==> config.mk <==
export PLATFORM = sky130hd
export DESIGN_NAME = data_mem_ctrl
export DESIGN_NICKNAME = d
export VERILOG_FILES = /design/src/rtl/data_mem_ctrl.sv
export SDC_FILE = /design/constraint.sdc
export NUM_CORES = 1
export LEC_CHECK = 0
export ABC_AREA = 1
export CORE_ASPECT_RATIO = 0.75
export CORE_MARGIN = 5
export CORE_UTILIZATION = 47
export DETAILED_ROUTE_END_ITERATION = 7
export HOLD_SLACK_MARGIN = 0.1
export PLACE_DENSITY_LB_ADDON = 0.12
export SYNTH_ARGS = -nofsm -noshare
export SYNTH_HDL_FRONTEND = slang
export SYNTH_SLANG_ARGS = --single-unit
==> constraint.sdc <==
create_clock -name clk -period 4.2 [get_ports clk]
set_input_delay 1.26 -clock clk [delete_from_list [all_inputs] [get_ports clk]]
set_output_delay 1.26 -clock clk [all_outputs]
set_load 0.05 [all_outputs]
==> src/rtl/data_mem_ctrl.sv <==
// Data-memory controller: turns the datapath's load/store request (address,
// store data, mem_ctrl funct3) into a single valid/ready transaction on the
// data-RAM bus. It stalls the core while the transaction is outstanding,
// returns load data aligned to the LSB and flags misaligned/illegal requests
// and bus timeouts.
`timescale 1ns/1ps

module data_mem_ctrl #(
    parameter int unsigned TIMEOUT = 255   // max ACCESS cycles before bus error (1..255)
) (
    input  logic        clk,
    input  logic        reset,
    // request from the datapath
    input  logic        req_valid,
    input  logic        req_we,
    input  logic [2:0]  req_funct3,
    input  logic [31:0] req_addr,
    input  logic [31:0] req_wdata,
    // response / status to the core
    output logic        stall,
    output logic [31:0] rsp_rdata,
    output logic        misalign,
    output logic        bus_err,
    // data-RAM bus
    output logic        bus_valid,
    output logic        bus_we,
    output logic [31:0] bus_addr,
    output logic [3:0]  bus_be,
    output logic [31:0] bus_wdata,
    input  logic        bus_ready,
    input  logic [31:0] bus_rdata
);

    // mem_ctrl encodings
    localparam logic [2:0] F3_B  = 3'b000;
    localparam logic [2:0] F3_H  = 3'b001;
    localparam logic [2:0] F3_W  = 3'b010;
    localparam logic [2:0] F3_BU = 3'b100;
    localparam logic [2:0] F3_HU = 3'b101;

    // Last counter value before the timeout fires: the counter starts at 0 on
    // entry to ACCESS, so TIMEOUT ACCESS cycles elapse before the error.
    localparam logic [7:0] CNT_LAST = 8'(TIMEOUT - 1);

    typedef enum logic [1:0] {
        S_IDLE   = 2'd0,
        S_ACCESS = 2'd1,
        S_RESP   = 2'd2
    } state_t;

    state_t      state_q,     state_d;
    logic [7:0]  cnt_q,       cnt_d;
    logic        bus_we_q,    bus_we_d;
    logic [31:0] bus_addr_q,  bus_addr_d;
    logic [3:0]  bus_be_q,    bus_be_d;
    logic [31:0] bus_wdata_q, bus_wdata_d;
    logic [1:0]  off_q,       off_d;
    logic [31:0] rsp_rdata_q, rsp_rdata_d;
    logic        bus_err_q,   bus_err_d;

    logic        fault;

    // ------------------------------------------------------------------
    // Request decode helpers
    // ------------------------------------------------------------------

    // Illegal funct3, unaligned halfword/word, or unsigned-flavoured store.
    function automatic logic is_fault(input logic we, input logic [2:0] f3,
                                      input logic [1:0] off);
        logic f;
        case (f3)
            F3_B, F3_BU: f = 1'b0;
            F3_H, F3_HU: f = off[0];
            F3_W:        f = (off != 2'b00);
            default:     f = 1'b1;
        endcase
        if (we && f3[2]) begin
            f = 1'b1;
        end
        return f;
    endfunction

    // Loads always fetch the whole word; stores enable only their lanes.
    function automatic logic [3:0] lane_be(input logic we, input logic [2:0] f3,
                                           input logic [1:0] off);
        logic [3:0] be;
        if (!we) begin
            be = 4'b1111;
        end else begin
            case (f3[1:0])
                2'b00:   be = 4'b0001 << off;
                2'b01:   be = off[1] ? 4'b1100 : 4'b0011;
                default: be = 4'b1111;
            endcase
        end
        return be;
    endfunction

    // Replicate the store datum across every lane so the RAM can pick the
    // enabled one without a shifter; loads drive zeros.
    function automatic logic [31:0] lane_wdata(input logic we, input logic [2:0] f3,
                                               input logic [31:0] d);
        logic [31:0] w;
        if (!we) begin
            w = 32'h0;
        end else begin
            case (f3[1:0])
                2'b00:   w = {4{d[7:0]}};
                2'b01:   w = {2{d[15:0]}};
                default: w = d;
            endcase
        end
        return w;
    endfunction

    // Bring the addressed byte/halfword down to bit 0; extension is done
    // downstream by load_module.
    function automatic logic [31:0] load_align(input logic [31:0] rd,
                                               input logic [1:0] off);
        return rd >> {off, 3'b000};
    endfunction

    assign fault = is_fault(req_we, req_funct3, req_addr[1:0]);

    // ------------------------------------------------------------------
    // Combinational outputs
    // ------------------------------------------------------------------
    assign stall     = ((state_q == S_IDLE) && req_valid && !fault) || (state_q == S_ACCESS);
    assign misalign  = (state_q == S_IDLE) && req_valid && fault;
    assign bus_valid = (state_q == S_ACCESS);
    assign bus_we    = bus_we_q;
    assign bus_addr  = bus_addr_q;
    assign bus_be    = bus_be_q;
    assign bus_wdata = bus_wdata_q;
    assign rsp_rdata = rsp_rdata_q;
    assign bus_err   = bus_err_q;

    // Next-state logic: request latch, handshake/timeout resolution, retire.
    always_comb begin
        state_d     = state_q;
        cnt_d       = cnt_q;
        bus_we_d    = bus_we_q;
        bus_addr_d  = bus_addr_q;
        bus_be_d    = bus_be_q;
        bus_wdata_d = bus_wdata_q;
        off_d       = off_q;
        rsp_rdata_d = rsp_rdata_q;
        bus_err_d   = bus_err_q;

        case (state_q)
            S_IDLE: begin
                if (req_valid && !fault) begin
                    bus_we_d    = req_we;
                    bus_addr_d  = {req_addr[31:2], 2'b00};
                    bus_be_d    = lane_be(req_we, req_funct3, req_addr[1:0]);
                    bus_wdata_d = lane_wdata(req_we, req_funct3, req_wdata);
                    off_d       = req_addr[1:0];
                    cnt_d       = 8'd0;
                    state_d     = S_ACCESS;
                end
            end

            S_ACCESS: begin
                // A handshake on the last allowed cycle still counts as success.
                if (bus_ready) begin
                    rsp_rdata_d = bus_we_q ? 32'h0 : load_align(bus_rdata, off_q);
                    bus_err_d   = 1'b0;
                    state_d     = S_RESP;
                end else if (cnt_q == CNT_LAST) begin
                    rsp_rdata_d = 32'h0;
                    bus_err_d   = 1'b1;
                    state_d     = S_RESP;
                end else begin
                    cnt_d = cnt_q + 8'd1;
                end
            end

            S_RESP: begin
                // Instruction retires here; req_valid is deliberately ignored.
                bus_err_d = 1'b0;
                state_d   = S_IDLE;
            end

            default: begin
                state_d = S_IDLE;
            end
        endcase
    end

    // State and bus-field registers; reset aborts any transaction in flight.
    always_ff @(posedge clk) begin
        if (reset) begin
            state_q     <= S_IDLE;
            cnt_q       <= 8'd0;
            bus_we_q    <= 1'b0;
            bus_addr_q  <= 32'h0;
            bus_be_q    <= 4'b0000;
            bus_wdata_q <= 32'h0;
            off_q       <= 2'b00;
            rsp_rdata_q <= 32'h0;
            bus_err_q   <= 1'b0;
        end else begin
            state_q     <= state_d;
            cnt_q       <= cnt_d;
            bus_we_q    <= bus_we_d;
            bus_addr_q  <= bus_addr_d;
            bus_be_q    <= bus_be_d;
            bus_wdata_q <= bus_wdata_d;
            off_q       <= off_d;
            rsp_rdata_q <= rsp_rdata_d;
            bus_err_q   <= bus_err_d;
        end
    end

endmodule

# Yosys cells after proc, flatten, opt, wreduce, memory -nomap -nowiden
# Index checks and enable logic that the tools add are counted.
# W data, S select, Z words.
# word_totals
inputBits	104
register_bits	112
output_inout_bits	105
# op_classes
muxes	21
n_reduce_logical	21
addsub	1
n_shift	2
n_eq_ne	12
# op_table
operator	n
$mux W32	4
$pmux W32 S2	1
$shr A32 B5 Y32	1
$mux W8	3
$pmux W8 S2	1
$add A8 B1 Y8 const B	1
$eq A8 B8 Y1 const B	1
$mux W4	2
$pmux W4 S2	1
$reduce_and A2 Y1	4
$reduce_bool A2 Y1	4
$eq A3 B3 Y1 const B	2
$mux W2	3
$logic_and A1 B1 Y1	5
$eq A2 B1 Y1 const B	2
$logic_not A2 Y1	2
$ne A2 B2 Y1 const B	2
$pmux W2 S2	1
$reduce_and A4 Y1	1
$reduce_or A2 Y1	2
$shl A1 B2 Y4 const A	1
$eq A3 B1 Y1 const B	1
$eq A3 B2 Y1 const B	1
$logic_not A3 Y1	1
other kinds (8)	10

# Depth between registers and ports, before layout
# logic_depth
ltp_word	8
depth_mapped	11
depth_no_buf	11

# Worst setup path after synthesis
# No wires, ideal clock.
# synth_timing
path_type	input to output
startpoint	in req_addr[1]
endpoint	out misalign
arrival_ps	2214
t_required_ps	2940
path_stages	4
slack_ps	726
path_cell_list	inv_1 nand2_1 nand2_2 a21oi_1
# synth_between
elab_chain_len	4
# synth_lines
item	line_no	text
start, declared	17	input logic [31:0] req_addr,
$reduce_bool A2 Y1	74	F3_W: f = (off != 2'b00);
$pmux W1 S3	71	case (f3)
$mux W1	77	if (we && f3[2]) begin
$logic_and A1 B1 Y1	129	assign misalign = (state_q == S_IDLE) && req_valid && fault;
end, declared	22	output logic misalign,
# Every way passes these cells.

# Worst setup path in the final report
# layout_timing
startpoint	in req_funct3[1]
endpoint	out misalign
# layout_between
elab_chain_len	5
elab_cells_between_ends	10
# layout_lines
item	line_no	text
start, declared	16	input logic [2:0] req_funct3,
$eq A3 B1 Y1, or another cell as far along	71	
$reduce_or A2 Y1	71	
$pmux W1 S3 *	71	
$mux W1 *	77	
$logic_and A1 B1 Y1 *	129	
# Every way passes the cells marked *; elsewhere a longest branch is shown, timed or not.

==> results.cfg <==
[die]
chipWidth_um = 130
coreArea_um2 = 10800
rows = 33
die_h_um = 100
start_util = 0.473
dieArea_um2 = 13100
boundaryPins = 209

[clocking]
clk_latency_ns = 0.34
cts_root_buffer = clkbuf_16
path_clk_slew_ns = 0.06
clk_path_buf_depth = 2
cts_tree = done
cts_buffers = 9
ctsHtreeMaxLevel = 3
clock-sinks = 112
cts_resized = 0
cts-hold-fix-buffers = 0
post_cts_buffers = 0

[critical_path]
end_kind = output pin
max_stage_delay_ns = 0.64
path_class = primary input to output pin
crit_path_start_kind = primary input
cp_slowest_cell = clkdlybuf4s50_1
critical_path_arrival_ns = 2.58
rr_worst_depth = 9
regToRegEndpoint = bus_be[2]
rrSetupSlack_ns = 1.69
r2r-start = state_q[0]
cp_max_fo = 7
cp_cell_sequence = clkdlybuf4s50_1, inv_2, nand2_1, nand2_2, a21oi_1, buf_12
required_ns = 2.94

[outcome]
status = finished clean

[run]
max_cap_violations = 0

[finish]
area_growth_syn_to_layout_pct = 46.9
final_cell_mix = 244 x nand2_1, 203 x clkdlybuf4s50_1, 128 x a21oi_1, 112 x dfxtp_1, 53 x inv_1
diodes = 0
fin_util = 0.695
final_cell_area_um2 = 7490
drive_gt1_frac = 0.0446
final_common_cell = nand2_1
final_nets = 1025

[timing]
rsz0062_at_grt = no
post-route-min-period_ns = 3.84
drv_slew = 0
worst_pin_slew_ns = 1.05
relSlewSlack = 0.299
finalClockSkew_ns = 0.00692
post-route-period-util = 0.913
setup_viol = 0
finalHoldViolCount = 0
tns_ns = 0
fmax_mhz = 261

[drt]
routedWlPerCell_um = 14.9
vias = 5513
drt_pre_antenna_iters = 5
finalWirelength_mm = 15.8
via_per_inst = 5.20
drt-initial-drc-count = 338
drc = 0
met1Wirelength_mm = 6.42
route.met3.wl_mm = 1.41
dr_wl_met2_mm = 7.67
ant_nets = 0
maxUsedRoutingLayer = met4

[power_and_ir_drop]
ir_worst_vdd_mv = 0.293
p_sw_uw = 979
power_frac_comb = 0.290
p_leak_uw = 0.00285
swShare = 0.330
intPower_uw = 1990
powerDensity_nw_per_um2 = 396
pwr-share-seq = 0.400
p_clk_frac = 0.310

[yosys]
yosysUniqueCellTypes = 25
yosys.area.top_type_share = 0.440
synth_warnings = 0
ys_seq_area_frac = 0.440
avgSynthCellArea_um2 = 6.91
syn_inst = 738
synth_top_cell_by_area = dfxtp_1
synth_area_um2 = 5100
synth-seq-cells = 112
synth_area_leaders = dfxtp_1 44%, nand2_1 18%, a21oi_1 13%, inv_1 3.9%, o21ai_0 3.8%

[placed_design]
dpl_cell_area_um2 = 7170
port-buffer-count = 206
gp_congestion = 0.913
dp_hpwl_mm = 11.7

[global_route]
grt_pass1_vias = 5266
overflow = 0
grt_use_total = 0.237
antenna_found_initial = 0
grt_max_degree = 70
grt_pass1_wl_mm = 25.1

[worst_hold_path]
whs_endpoint = bus_wdata[2]
holdPathStages = 2
hold_path_class = register to register
worstHoldStart = bus_wdata[2]
## synthesized netlist by cell type, drive strengths merged
cell,count
nand2,248
a21oi,128
dfxtp,112
inv,56
o21ai,40
nand3,36
nor2,34
buf,28
clkbuf,18
o21a,10
or2,7
ha,6
o211ai,6
o22ai,5
conb,1
nor3,1
nor3b,1
o21bai,1
## critical path: cells and delay by family
family | cells | cell delay [ns]
compound gates | 1 | 0.23
buf+inv | 3 | 0.88
simple gates | 2 | 0.20
## metal layers
| layer | global-route usage | vias up |
|---|---|---|
| met2 | 0.405 | 219 |
| met1 | 0.297 | 2547 |
| met4 | 0.0679 | 0 |
| met3 | 0.0559 | 26 |
| li1 | - | 2721 |
| met5 | 0 | - |
## logic make-up (layout without fill, tap and decap cells)
group           count (synthesis)  count (layout)  synth area share
simple gates                  327             327             0.262
compound gates                190             190             0.197
flops                         112             112             0.440
buf+inv                       102             283            0.0858
fa+ha+maj                       6               6            0.0147
other cells                     1               2          0.000735
## per-stage QoR
stage / instances / power (µW) / setup WS [ns] / hold WS [ns]
2_1_floorplan: 739 / 1750 / 0.726 / 0.456
3_3_place_gp: 1044 / 2050 / 0.448 / 0.451
3_5_place_dp: 1044 / 2070 / 0.386 / 0.455
4_1_cts: 1060 / 2990 / 0.378 / 0.465
5_1_grt: 1060 / 3110 / 0.282 / 0.482
6_report: 1060 / 2970 / 0.365 / 0.463
## power by group through the flow
stage	clock, µW	combinational (µW)	sequential [µW]
2_1_floorplan	0	358	1390
3_3_place_gp	0	842	1210
3_5_place_dp	0	856	1210
4_1_cts	937	862	1190
5_1_grt	983	928	1200
6_report	921	861	1190
## registers in the layout, indices dropped and copies added (netlist names)
signal	flops
rsp_rdata	32
state_q	2
off_q	2
cnt_q	8
bus_addr	30
bus_we	1
bus_err	1
bus_be	4
bus_wdata	32
## layout make-up
class / instances / area (µm²)
fill: 926 / 3280
multi-input combinational: 525 / 2420
sequential: 112 / 2240
timing repair buffer: 211 / 2120
clock buffer: 12 / 246
inverter: 56 / 210
tap: 140 / 175
clock inverter: 4 / 77.6
## worst max path at each step
stage / endpoint / depth (start not counted) / slack [ns] / start
final: misalign / 6 / 0.36 / req_funct3[1]
after global routing: stall / 7 / 0.28 / req_funct3[0]
after CTS: misalign / 6 / 0.38 / req_funct3[1]
after detailed placement: misalign / 6 / 0.39 / req_funct3[1]
after global placement: misalign / 6 / 0.45 / req_funct3[1]
after floorplan: misalign / 4 / 0.73 / req_addr[1]
Note: power is estimated with default switching activity, not from simulation.
